## src/rtl/cp0_if.sv

```systemverilog
// cp0_if: groups the pipeline-facing signals of the CP0 unit.
// The pipeline side (master) drives register addresses, mtc0 data, the
// faulting PC/BD/ExcCode, hardware interrupt lines and the write/eret strobes.
// The CP0 side (slave) returns the combinational interrupt request, the EPC
// register and the register read data.
// There is no valid/ready handshake on this bus: WE and EXLClr are
// single-cycle strobes sampled on the rising clock edge. IntReq, DOut and EPC
// are level outputs that are valid whenever the inputs are stable.
interface cp0_if;
  logic [4:0]  A1;       // read register number
  logic [4:0]  A2;       // mtc0 write register number
  logic [31:0] DIn;      // mtc0 write data
  logic [31:0] PC;       // PC of the instruction taking the interrupt/exception
  logic        BD;       // that instruction sits in a branch delay slot
  logic [4:0]  ExcCode;  // internal exception code, 0 = none
  logic [5:0]  HWInt;    // hardware interrupt lines, [0] = timer
  logic        WE;       // mtc0 write enable
  logic        EXLClr;   // eret: clear EXL
  logic        IntReq;   // take interrupt/exception this cycle
  logic [31:0] EPC;      // current EPC register
  logic [31:0] DOut;     // read data for register A1

  modport master (
    output A1, A2, DIn, PC, BD, ExcCode, HWInt, WE, EXLClr,
    input  IntReq, EPC, DOut
  );

  modport slave (
    input  A1, A2, DIn, PC, BD, ExcCode, HWInt, WE, EXLClr,
    output IntReq, EPC, DOut
  );
endinterface

```

## src/rtl/cp0_unit.sv

```systemverilog
// cp0_unit: MIPS-style coprocessor 0 with SR (12), Cause (13), EPC (14) and
// PRId (15).
// Interrupt entry sets SR.EXL, records BD and ExcCode in Cause, and captures
// the restart address in EPC. EXL masks every further interrupt or exception
// until eret (EXLClr) clears it, so handlers never nest.
// Optional feature: define CP0_EXC_EN to accept internal exceptions through
// ExcCode. Without it, only hardware interrupts are taken and Cause.ExcCode
// always reads 0.
module cp0_unit #(
  parameter logic [31:0] PRID_VALUE = 32'h2018_1215
) (
  input  logic    clk,
  input  logic    reset,
  cp0_if.slave    bus
);

  // Register numbers as seen on A1/A2.
  localparam logic [4:0] REG_SR    = 5'd12;
  localparam logic [4:0] REG_CAUSE = 5'd13;
  localparam logic [4:0] REG_EPC   = 5'd14;
  localparam logic [4:0] REG_PRID  = 5'd15;

  // SR fields.
  logic [5:0]  im_q,  im_d;    // interrupt mask, SR[15:10]
  logic        exl_q, exl_d;   // exception level, SR[1]
  logic        ie_q,  ie_d;    // global interrupt enable, SR[0]

  // Cause fields.
  logic        bd_q,  bd_d;    // branch delay flag, Cause[31]
  logic [5:0]  ip_q,  ip_d;    // interrupt pending, Cause[15:10]
  logic [4:0]  exc_q, exc_d;   // exception code, Cause[6:2]

  // EPC, always word aligned.
  logic [31:0] epc_q, epc_d;

  // Pending-event decode.
  logic        int_pend;
  logic        exc_pend;
  logic        int_req;
  logic [4:0]  exc_code_in;
  logic [31:0] pc_aligned;
  logic [31:0] entry_pc;

  // Assembled register images for the read port.
  logic [31:0] sr_word;
  logic [31:0] cause_word;

  // PC[1:0] never matter: EPC is always word aligned. ExcCode is ignored
  // entirely when internal exceptions are compiled out.
`ifdef CP0_EXC_EN
  logic unused_bits;
  assign unused_bits = ^bus.PC[1:0];
`else
  logic unused_bits;
  assign unused_bits = ^{bus.PC[1:0], bus.ExcCode};
`endif

  // Interrupt pending: any enabled line, globally enabled, not in a handler.
  always_comb begin
    int_pend = (|(bus.HWInt & im_q)) & ie_q & ~exl_q;
  end

  // Exception pending: a nonzero code outside a handler, only when the
  // exception path is compiled in.
  always_comb begin
`ifdef CP0_EXC_EN
    exc_code_in = bus.ExcCode;
    exc_pend    = (bus.ExcCode != 5'd0) & ~exl_q;
`else
    exc_code_in = 5'd0;
    exc_pend    = 1'b0;
`endif
  end

  // Restart address: a delay-slot instruction restarts at its branch.
  always_comb begin
    pc_aligned = {bus.PC[31:2], 2'b00};
    entry_pc   = bus.BD ? (pc_aligned - 32'd4) : pc_aligned;
    int_req    = int_pend | exc_pend;
  end

  // Next-state logic: entry beats mtc0 and eret; eret clears EXL after any
  // SR write on the same edge.
  always_comb begin
    im_d  = im_q;
    exl_d = exl_q;
    ie_d  = ie_q;
    bd_d  = bd_q;
    exc_d = exc_q;
    epc_d = epc_q;
    // IP mirrors the interrupt lines every cycle, even inside a handler.
    ip_d  = bus.HWInt;

    if (int_req) begin
      // The interrupt wins over a simultaneous exception and records code 0.
      // Any mtc0 on this edge is dropped.
      exl_d = 1'b1;
      bd_d  = bus.BD;
      exc_d = int_pend ? 5'd0 : exc_code_in;
      epc_d = entry_pc;
    end else begin
      if (bus.WE && (bus.A2 == REG_SR)) begin
        im_d  = bus.DIn[15:10];
        exl_d = bus.DIn[1];
        ie_d  = bus.DIn[0];
      end
      if (bus.WE && (bus.A2 == REG_EPC)) begin
        epc_d = {bus.DIn[31:2], 2'b00};
      end
      if (bus.EXLClr) begin
        exl_d = 1'b0;
      end
    end
  end

  // State registers. Reset clears everything and abandons any open handler.
  always_ff @(posedge clk or posedge reset) begin
    if (reset) begin
      im_q  <= 6'd0;
      exl_q <= 1'b0;
      ie_q  <= 1'b0;
      bd_q  <= 1'b0;
      ip_q  <= 6'd0;
      exc_q <= 5'd0;
      epc_q <= 32'd0;
    end else begin
      im_q  <= im_d;
      exl_q <= exl_d;
      ie_q  <= ie_d;
      bd_q  <= bd_d;
      ip_q  <= ip_d;
      exc_q <= exc_d;
      epc_q <= epc_d;
    end
  end

  // Register images with every unimplemented bit tied to zero.
  always_comb begin
    sr_word    = {16'd0, im_q, 8'd0, exl_q, ie_q};
    cause_word = {bd_q, 15'd0, ip_q, 3'd0, exc_q, 2'b00};
  end

  // Combinational read port; unknown register numbers read 0.
  always_comb begin
    bus.DOut = 32'd0;
    case (bus.A1)
      REG_SR:    bus.DOut = sr_word;
      REG_CAUSE: bus.DOut = cause_word;
      REG_EPC:   bus.DOut = epc_q;
      REG_PRID:  bus.DOut = PRID_VALUE;
      default:   bus.DOut = 32'd0;
    endcase
  end

  // Drive the remaining outputs.
  always_comb begin
    bus.IntReq = int_req;
    bus.EPC    = epc_q;
  end

endmodule

```

## src/flat_wrapper.sv

```systemverilog
// flat-port wrapper written by rule: the top's interface ports become plain ports
module cp0_unit_flat 
#(
  parameter logic [31:0] PRID_VALUE = 32'h2018_1215
)
  (clk, reset, bus_A1, bus_A2, bus_DIn, bus_PC, bus_BD, bus_ExcCode, bus_HWInt, bus_WE, bus_EXLClr, bus_IntReq, bus_EPC, bus_DOut);
  cp0_if bus_i ();
  input  logic clk;
  input  logic reset;
  input wire logic [$bits(bus_i.A1)-1:0] bus_A1;
  input wire logic [$bits(bus_i.A2)-1:0] bus_A2;
  input wire logic [$bits(bus_i.DIn)-1:0] bus_DIn;
  input wire logic [$bits(bus_i.PC)-1:0] bus_PC;
  input wire logic [$bits(bus_i.BD)-1:0] bus_BD;
  input wire logic [$bits(bus_i.ExcCode)-1:0] bus_ExcCode;
  input wire logic [$bits(bus_i.HWInt)-1:0] bus_HWInt;
  input wire logic [$bits(bus_i.WE)-1:0] bus_WE;
  input wire logic [$bits(bus_i.EXLClr)-1:0] bus_EXLClr;
  output wire logic [$bits(bus_i.IntReq)-1:0] bus_IntReq;
  output wire logic [$bits(bus_i.EPC)-1:0] bus_EPC;
  output wire logic [$bits(bus_i.DOut)-1:0] bus_DOut;
  assign bus_i.A1 = bus_A1;
  assign bus_i.A2 = bus_A2;
  assign bus_i.DIn = bus_DIn;
  assign bus_i.PC = bus_PC;
  assign bus_i.BD = bus_BD;
  assign bus_i.ExcCode = bus_ExcCode;
  assign bus_i.HWInt = bus_HWInt;
  assign bus_i.WE = bus_WE;
  assign bus_i.EXLClr = bus_EXLClr;
  assign bus_IntReq = bus_i.IntReq;
  assign bus_EPC = bus_i.EPC;
  assign bus_DOut = bus_i.DOut;
  cp0_unit #(.PRID_VALUE(PRID_VALUE)) u_core (.clk(clk), .reset(reset), .bus(bus_i));
endmodule
```

## config.mk

```make
export PLATFORM = sky130hd
export DESIGN_NAME = cp0_unit_flat
export DESIGN_NICKNAME = d
export VERILOG_FILES = /design/src/rtl/cp0_if.sv /design/src/rtl/cp0_unit.sv /design/src/flat_wrapper.sv
export SDC_FILE = /design/constraint.sdc
export NUM_CORES = 1
export LEC_CHECK = 0
export ABC_AREA = 1
export BUFFER_PORTS_ARGS = -buffer_cell sky130_fd_sc_hd__buf_2
export CORE_MARGIN = 1.5
export CORE_UTILIZATION = 30
export CTS_CLUSTER_SIZE = 24
export DETAILED_ROUTE_END_ITERATION = 10
export GPL_ROUTABILITY_DRIVEN = 0
export PLACE_DENSITY = 0.61
export SETUP_SLACK_MARGIN = 0.1
export SLEW_MARGIN = 40
export SYNTH_ARGS = -nofsm -noshare
export SYNTH_HDL_FRONTEND = slang
export SYNTH_SLANG_ARGS = --single-unit
```

## constraint.sdc

```tcl
create_clock -name clk -period 2.9 [get_ports clk]
set_clock_uncertainty 0.15 [all_clocks]
set_input_delay 0.145 -clock clk [delete_from_list [all_inputs] [get_ports clk]]
set_output_delay 0.145 -clock clk [all_outputs]
set_load 0.01 [all_outputs]
```

==> impl_metrics.csv, run 1 <==
group,metric,value,unit
status,status,"finished, violations left",
status,violations,"negative hold slack",
floorplanning,io-pin-count,155,
critical_path,required,2.91,ns
timing,hold_viol,1,
floorplanning,num_rows,38,
synth,synth.cell_area,3440,sq um
pwr,net-switching-power,1323,uW
critical_path,criticalPathCategory,"in -> reg",
place,buffer_ports.inserted,145,
pwr,internal_power,1728,uW
timing,rsz0062_at_grt,"false",
pwr,seqPwrFrac,36.0,%
critical_path,r2r_slack,0.95,ns
critical_path,crit-reg2reg-launch,"u_core.im_q[1]",
route,drt_drc_violations_left,0,
route,avgViaCountPerCell,4.559,
run,drv_cap,0,
layout,final_layout_size_suffix_gt1_share,25.49,%
place,hpwlAfterDp,8.996,mm
critical_path,critical_path_buf_inv_count,3,
timing,finalCritPeriodShare,71.49,%
critical_path,worst_ep_arrival_time,2.09,ns
cts,clkSlewWorstSetupHoldPaths,0.07,ns
critical_path,critical_path.reg2reg.endpoint,"u_core.ie_q",
route,vias,3912,
pwr,static-leakage-power,0.002619,uW
layout,layout.nets,808,
timing,finalHoldWorstSlack,-0.0007691,ns
cts,tritoncts_num_sinks,45,
pwr,netSwitchingFraction,43.37,%
synth,synth-warning-count,0,
critical_path,critical_path_peak_fanout,38,
timing,timing.max_slew.rel_slack,60.34,%
cts,cts_max_path_buffers,2,
layout,area_growth,32.56,%
critical_path,critical_path.cell_chain,"dlygate4sd3_1 > buf_2 > nand2_1 > nand4_1 > o21ai_2 > buf_4 > nand2_1 > nor2_1 > a21oi_1",
floorplanning,die_area,12120,sq um
route,detail_route.wirelength,11.31,mm
worst_hold_path,hp_class,"in -> reg",
timing,achievable-frequency,482.3,MHz
critical_path,timing.critical_path.from_type,"input port",
cts,tritoncts,"done",
layout,insertedDiodeCount,0,
pwr,combPwrFrac,45.4,%
route,drtAntennaViolNets,0,
grt,grt_remaining_overflow,0,
critical_path,critical-path-slowest-cell,"sky130_fd_sc_hd__dlygate4sd3_1",
route,first_pass_iters,4,
grt,wire_length_of_the_first_global_routing_pass,17.02,mm
floorplanning,die_h,110.1,um
grt,antenna_found_initial,0,
critical_path,critPathCaptureType,"flip-flop",
worst_hold_path,timing.hold.worst_endpoint,"u_core.bus.EPC[4]",
cts,clk-insertion-delay-late,0.29,ns
critical_path,cp_top_family,"buffers and inverters",
floorplanning,core_region_area,11030,sq um
timing,finalSetupViolCount,0,
critical_path,critPathMaxStageDelay,0.53,ns
critical_path,most_common_cell_type_on_the_critical_path,"sky130_fd_sc_hd__nand2_1",
pwr,power.density,669.1,nW/um^2
timing,fin_tns_setup,0,ns
pwr,power_frac_clock,18.6,%
grt,grt_pass1_vias,3519,
grt,grt_max_degree,46,
timing,timing_max_transition_violations_final,0,
pwr,vdd_ir_drop_max,0.3588,mV
grt,grt_usage,18.27,%
route,avgRoutedWirePerCell,13.18,um
synth,syn_inst,562,
cts,total_clock_buffers_created_by_cts,5,
cts,htreeDepth,2,
synth,synth_cell_types,33,
synth,synth.ff_latch_count,45,
floorplanning,floorplan.initialDensity,31.18,%
floorplanning,die_x,110.1,um
critical_path,reg2regPathDepth,7,
route,drtIter0Drc,244,
timing,timing_worst_slew_pin_value,0.5950,ns
cts,clock-root-buffer,"sky130_fd_sc_hd__clkbuf_16",
pwr,total_power,3051,uW
timing,finalCriticalPeriod,2.073,ns
synth,synth_sequential_area_ratio,32.74,%
synth,post_synth.cell_area_avg,6.120,sq um
worst_hold_path,holdPathStages,3,
worst_hold_path,worstHoldStart,"bus_DIn[4]",
[area by class of cell]
cell class | count | area (sq um)
multi-input cells | 415 | 1881
flip-flops and latches | 45 | 1126
fillers | 1244 | 6471
inverters | 87 | 336.6
clock buffers | 5 | 125.1
clock inverters | 3 | 17.52
well taps | 140 | 175.2
repair buffers | 163 | 898.4
[layout by cell type (no fill, tap or decap), types with 2 or more instances in the layout]
cell and instances:
sky130_fd_sc_hd__nor2_2 3, sky130_fd_sc_hd__o21bai_1 2, sky130_fd_sc_hd__xor2_1 5, sky130_fd_sc_hd__a21oi_1 4, sky130_fd_sc_hd__inv_4 2, sky130_fd_sc_hd__clkbuf_16 5, sky130_fd_sc_hd__nand4_1 3, sky130_fd_sc_hd__nor2_4 7
sky130_fd_sc_hd__o21ai_0 31, sky130_fd_sc_hd__nand2_4 3, sky130_fd_sc_hd__nor2_1 80, sky130_fd_sc_hd__nand3b_1 2, sky130_fd_sc_hd__inv_1 78, sky130_fd_sc_hd__buf_4 3, sky130_fd_sc_hd__dfrtp_1 45, sky130_fd_sc_hd__o21ai_1 21
sky130_fd_sc_hd__inv_2 5, sky130_fd_sc_hd__nor3_1 4, sky130_fd_sc_hd__nand2_2 2, sky130_fd_sc_hd__conb_1 2, sky130_fd_sc_hd__clkinv_2 2, sky130_fd_sc_hd__nand2_1 201, sky130_fd_sc_hd__dlygate4sd3_1 15, sky130_fd_sc_hd__nor2_8 2
sky130_fd_sc_hd__nand3_1 37, sky130_fd_sc_hd__buf_2 145
[power by group through the flow]
stage,Combinational (uW),Sequential [uW],Clock [uW]
floorplan,814,1160,0
global placement,1360,1100,0
detailed placement,1370,1110,0
CTS,1400,1100,577
global route,1590,1130,605
finish,1380,1100,568
[tightest hold or removal path, cell delays in order]
cell and delay [ns]:
sky130_fd_sc_hd__buf_2 0.08, sky130_fd_sc_hd__a21oi_1 0.05, sky130_fd_sc_hd__o21ai_0 0.13
[cell usage after synthesis, drive strengths merged]
cell type | number | area, sq um
nand2 | 206 | 800.8
nor2 | 92 | 437.9
inv | 86 | 330.3
o21ai | 53 | 269.0
dfrtp | 45 | 1126
nand3 | 38 | 195.2
buf | 13 | 91.33
xor2 | 5 | 43.79
a21oi | 4 | 20.02
nor3 | 4 | 20.02
clkbuf | 3 | 11.26
nand4 | 3 | 18.77
nand3b | 2 | 15.01
o21bai | 2 | 15.01
a22o | 1 | 8.760
clkinv | 1 | 3.750
conb | 1 | 3.750
ha | 1 | 12.51
o2111ai | 1 | 8.760
o31ai | 1 | 7.510
[routing by layer]
metal,routed length (um),GRT usage [%]
met1,5292,24.51
met4,76,3.525
met3,631,2.763
met2,5305,31.19
met5,0,0
[worst max path at each step]
stage	slack, ns	end	cells after the start	from
final	0.83	u_core.ie_q	9	bus_HWInt[4]
after global routing	0.65	u_core.ie_q	9	bus_HWInt[4]
after CTS	0.80	u_core.ie_q	9	bus_HWInt[4]
after detailed placement	0.91	u_core.bus.EPC[5]	9	bus_A2[3]
after global placement	0.92	u_core.bus.EPC[3]	9	bus_A2[3]
after floorplan	1.44	u_core.bus.EPC[26]	8	u_core.im_q[0]
[cell families after synthesis]
logic type / Yosys count / share of synthesized area (%)
AO/OA/AOI/OAI: 62 / 9.567
XOR/XNOR: 5 / 1.273
adder cells (fa/ha/maj): 1 / 0.3637
buffers and inverters: 103 / 12.70
flip-flops: 45 / 32.74
other: 1 / 0.1090
AND/OR/NAND/NOR: 345 / 43.25
[state kept, by name, indices dropped and copies added (netlist names)]
register and count:
u_core.bus.EPC 30, u_core.exl_q 1, u_core.bd_q 1, u_core.ip_q 6
u_core.ie_q 1, u_core.im_q 6
[stage by stage]
step | instances | setup WS, ns | area (sq um) | util, % | hold slack, ns
final | 858 | 0.8268 | 4559 | 41.33 | -0.0007691
after detailed placement | 835 | 0.9089 | 4267 | 38.68 | 0.1071
after global routing | 858 | 0.6547 | 4559 | 41.33 | 0.01761
after global placement | 835 | 0.9164 | 4264 | 38.66 | 0.1251
after CTS | 858 | 0.7971 | 4559 | 41.33 | 0.004965
after floorplan | 563 | 1.438 | 3443 | - | 0.02643
[what timing repair did]
item | CTS | global route
hold endpoints to repair | 59 | 0
buffers inserted | 0 | 0
resized for setup | 0 | 0
hold buffers | 15 | 0
(Power assumes the default switching activity.)
==> run 2, diff against run 1 <==
--- a/config.mk
+++ b/config.mk
@@ -12,7 +12,7 @@
 export CTS_CLUSTER_SIZE = 24
 export DETAILED_ROUTE_END_ITERATION = 10
 export GPL_ROUTABILITY_DRIVEN = 0
-export PLACE_DENSITY = 0.61
+export PLACE_DENSITY = 0.63
 export SETUP_SLACK_MARGIN = 0.1
 export SLEW_MARGIN = 40
 export SYNTH_ARGS = -nofsm -noshare
==> constraint.sdc (replaced) <==
create_clock -name clk -period 1.79 [get_ports clk]
set_clock_uncertainty 0.15 [all_clocks]
set_input_delay 0.0895 -clock clk [delete_from_list [all_inputs] [get_ports clk]]
set_output_delay 0.0895 -clock clk [all_outputs]
set_load 0.01 [all_outputs]
==> impl_metrics.csv, run 2 (synthesis results as in run 1) <==
group,metric,value,unit
layout,layout_common_cells,"sky130_fd_sc_hd__nand2_1, sky130_fd_sc_hd__buf_2, sky130_fd_sc_hd__inv_1, sky130_fd_sc_hd__nor2_1, sky130_fd_sc_hd__dfrtp_1",
cts,tritoncts,"done",
pwr,vdd_ir_drop_max,0.4767,mV
run,drv_cap,0,
floorplanning,io-pin-count,155,
timing,hold_viol,0,
route,drt_drc_violations_left,0,
critical_path,critPathCaptureType,"output pin",
timing,rsz0062_at_grt,"true",
route,first_pass_iters,4,
place,buffer_ports.inserted,145,
grt,grt_remaining_overflow,0,
floorplanning,core_region_area,11030,sq um
layout,layout_commonest_cell,"sky130_fd_sc_hd__nand2_1",
pwr,static-leakage-power,0.002821,uW
critical_path,critical-path-slowest-cell,"sky130_fd_sc_hd__dfrtp_1",
cts,total_clock_buffers_created_by_cts,5,
floorplanning,die_x,110.1,um
layout,utilization,45.72,%
layout,n_fill_cell,1136,
floorplanning,die_area,12120,sq um
critical_path,worst_ep_arrival_time,1.52,ns
layout,final_layout_size_suffix_gt1_share,29.22,%
grt,grt_usage,18.77,%
worst_hold_path,hp_class,"in -> reg",
route,detail_route.wirelength,11.46,mm
floorplanning,die_h,110.1,um
grt,grt_max_degree,28,
cts,clk-insertion-delay-late,0.28,ns
critical_path,critical_path_peak_fanout,6,
timing,finalCriticalPeriod,1.759,ns
place,place_ws,0.04381,ns
grt,wire_length_of_the_first_global_routing_pass,17.57,mm
cts,tritoncts_num_sinks,45,
route,vias,3982,
timing,timing_max_transition_violations_final,0,
status,status,"finished, final reports clean",
route,drtIter0Drc,203,
grt,grt_pass1_vias,3560,
route,drtAntennaViolNets,0,
floorplanning,num_rows,38,
grt,antenna_found_initial,0,
critical_path,critical_path.cell_chain,"nand2_1 > nand4_1 > o21ai_2 > inv_2 > buf_12 > buf_6",
timing,fin_tns_setup,0,ns
layout,fin_area,5044,sq um
layout,insertedDiodeCount,0,
place,total_placed_instance_area,4347,sq um
critical_path,criticalPathCategory,"reg -> out",
route,avgViaCountPerCell,4.494,
route,avgRoutedWirePerCell,12.94,um
cts,htreeDepth,2,
timing,finalCritPeriodShare,98.25,%
cts,clock-root-buffer,"sky130_fd_sc_hd__clkbuf_16",
layout,area_growth,46.64,%
timing,finalSetupViolCount,0,
pwr,power.density,1127,nW/um^2
critical_path,required,1.55,ns
timing,finalWorstSetupSlack,0.03125,ns
critical_path,critPathMaxStageDelay,0.39,ns
place,hpwlAfterDp,9.048,mm
layout,largest_register_ff_count,30,
floorplanning,floorplan.initialDensity,31.18,%
timing,finalHoldWorstSlack,0.006105,ns
cts,clkSlewWorstSetupHoldPaths,0.06,ns
critical_path,timing.critical_path.from_type,"flip-flop",
cts,cts_max_path_buffers,2,
timing,achievable-frequency,568.6,MHz
layout,layout.nets,837,
## run 2: changes by cell type in the layout (fill, tap and decap cells not counted), sizes merged
cell         change
bufbuf           +1
clkinv           -1
clkinvlp         -1
buf             +16
bufinv           +1
dlygate4sd3     +12
## run 2: area by class of cell
type	instances	area (sq um)	area share (%)
Clock inverter	2	35.03	0.6946
Timing Repair Buffer	192	1250	24.78
Clock buffer	5	125.1	2.481
Multi-Input combinational cell	415	1998	39.62
Tap cell	140	175.2	3.473
Inverter	87	334.1	6.624
Sequential cell	45	1126	22.33
## run 2: per-stage QoR
stage / power (uW) / cells
detailed placement: 4153 / 841
finish: 5683 / 886
CTS: 5497 / 885
global route: 6144 / 886
floorplan: 3198 / 563
global placement: 4107 / 841
## run 2: final timing paths
check / slack, ns / cells past startpoint / to / startpoint
max in group asynchronous: 0.80 / 4 / u_core.bus.EPC[26] / reset
worst min register to register: 0.35 / 2 / u_core.im_q[2] / u_core.im_q[2]
worst min-delay path: 0.006 / 5 / u_core.bus.EPC[26] / bus_DIn[26]
min in group asynchronous: 0.20 / 3 / u_core.ie_q / reset
worst max-delay path: 0.03 / 6 / bus_IntReq / u_core.im_q[1]
worst max register to register: 0.06 / 9 / u_core.bus.EPC[21] / u_core.im_q[1]
## run 2: repair_timing
item / in CTS / in global routing
pin swaps: 2 / 6
hold endpoints to repair: 44 / 0
cloned: 1 / 0
resized for setup: 2 / 33
buffers inserted: 9 / 1
hold buffers: 27 / 0
endpoints found under the setup margin: 12 / 39
## run 2: power by group
| group | total (uW) | internal (uW) | leakage (uW) | switching (uW) |
|---|---|---|---|---|
| Sequential | 1780 | 1450 | 0.000535 | 332 |
| Clock | 1020 | 648 | 0.0000797 | 374 |
| Combinational | 2880 | 1290 | 0.00221 | 1590 |
| Total | 5680 | 3390 | 0.00282 | 2300 |
## run 2: worst max-delay path, delay by kind of cell, from the launching register on
kind | cells | cell delay (ns)
buffers and inverters | 3 | 0.41
AND/OR/NAND/NOR | 2 | 0.21
flip-flops | 1 | 0.39
AO/OA/AOI/OAI | 1 | 0.22
## run 2: layer usage
layer  vias up  share of wire [%]  global-route usage [%]
met5         -                  0                       0
met4         0               0.98                   3.525
met3        10                6.1                   2.646
met2       111                 45                   31.28
met1      1780                 48                   26.00
li1       2081                  -                       -
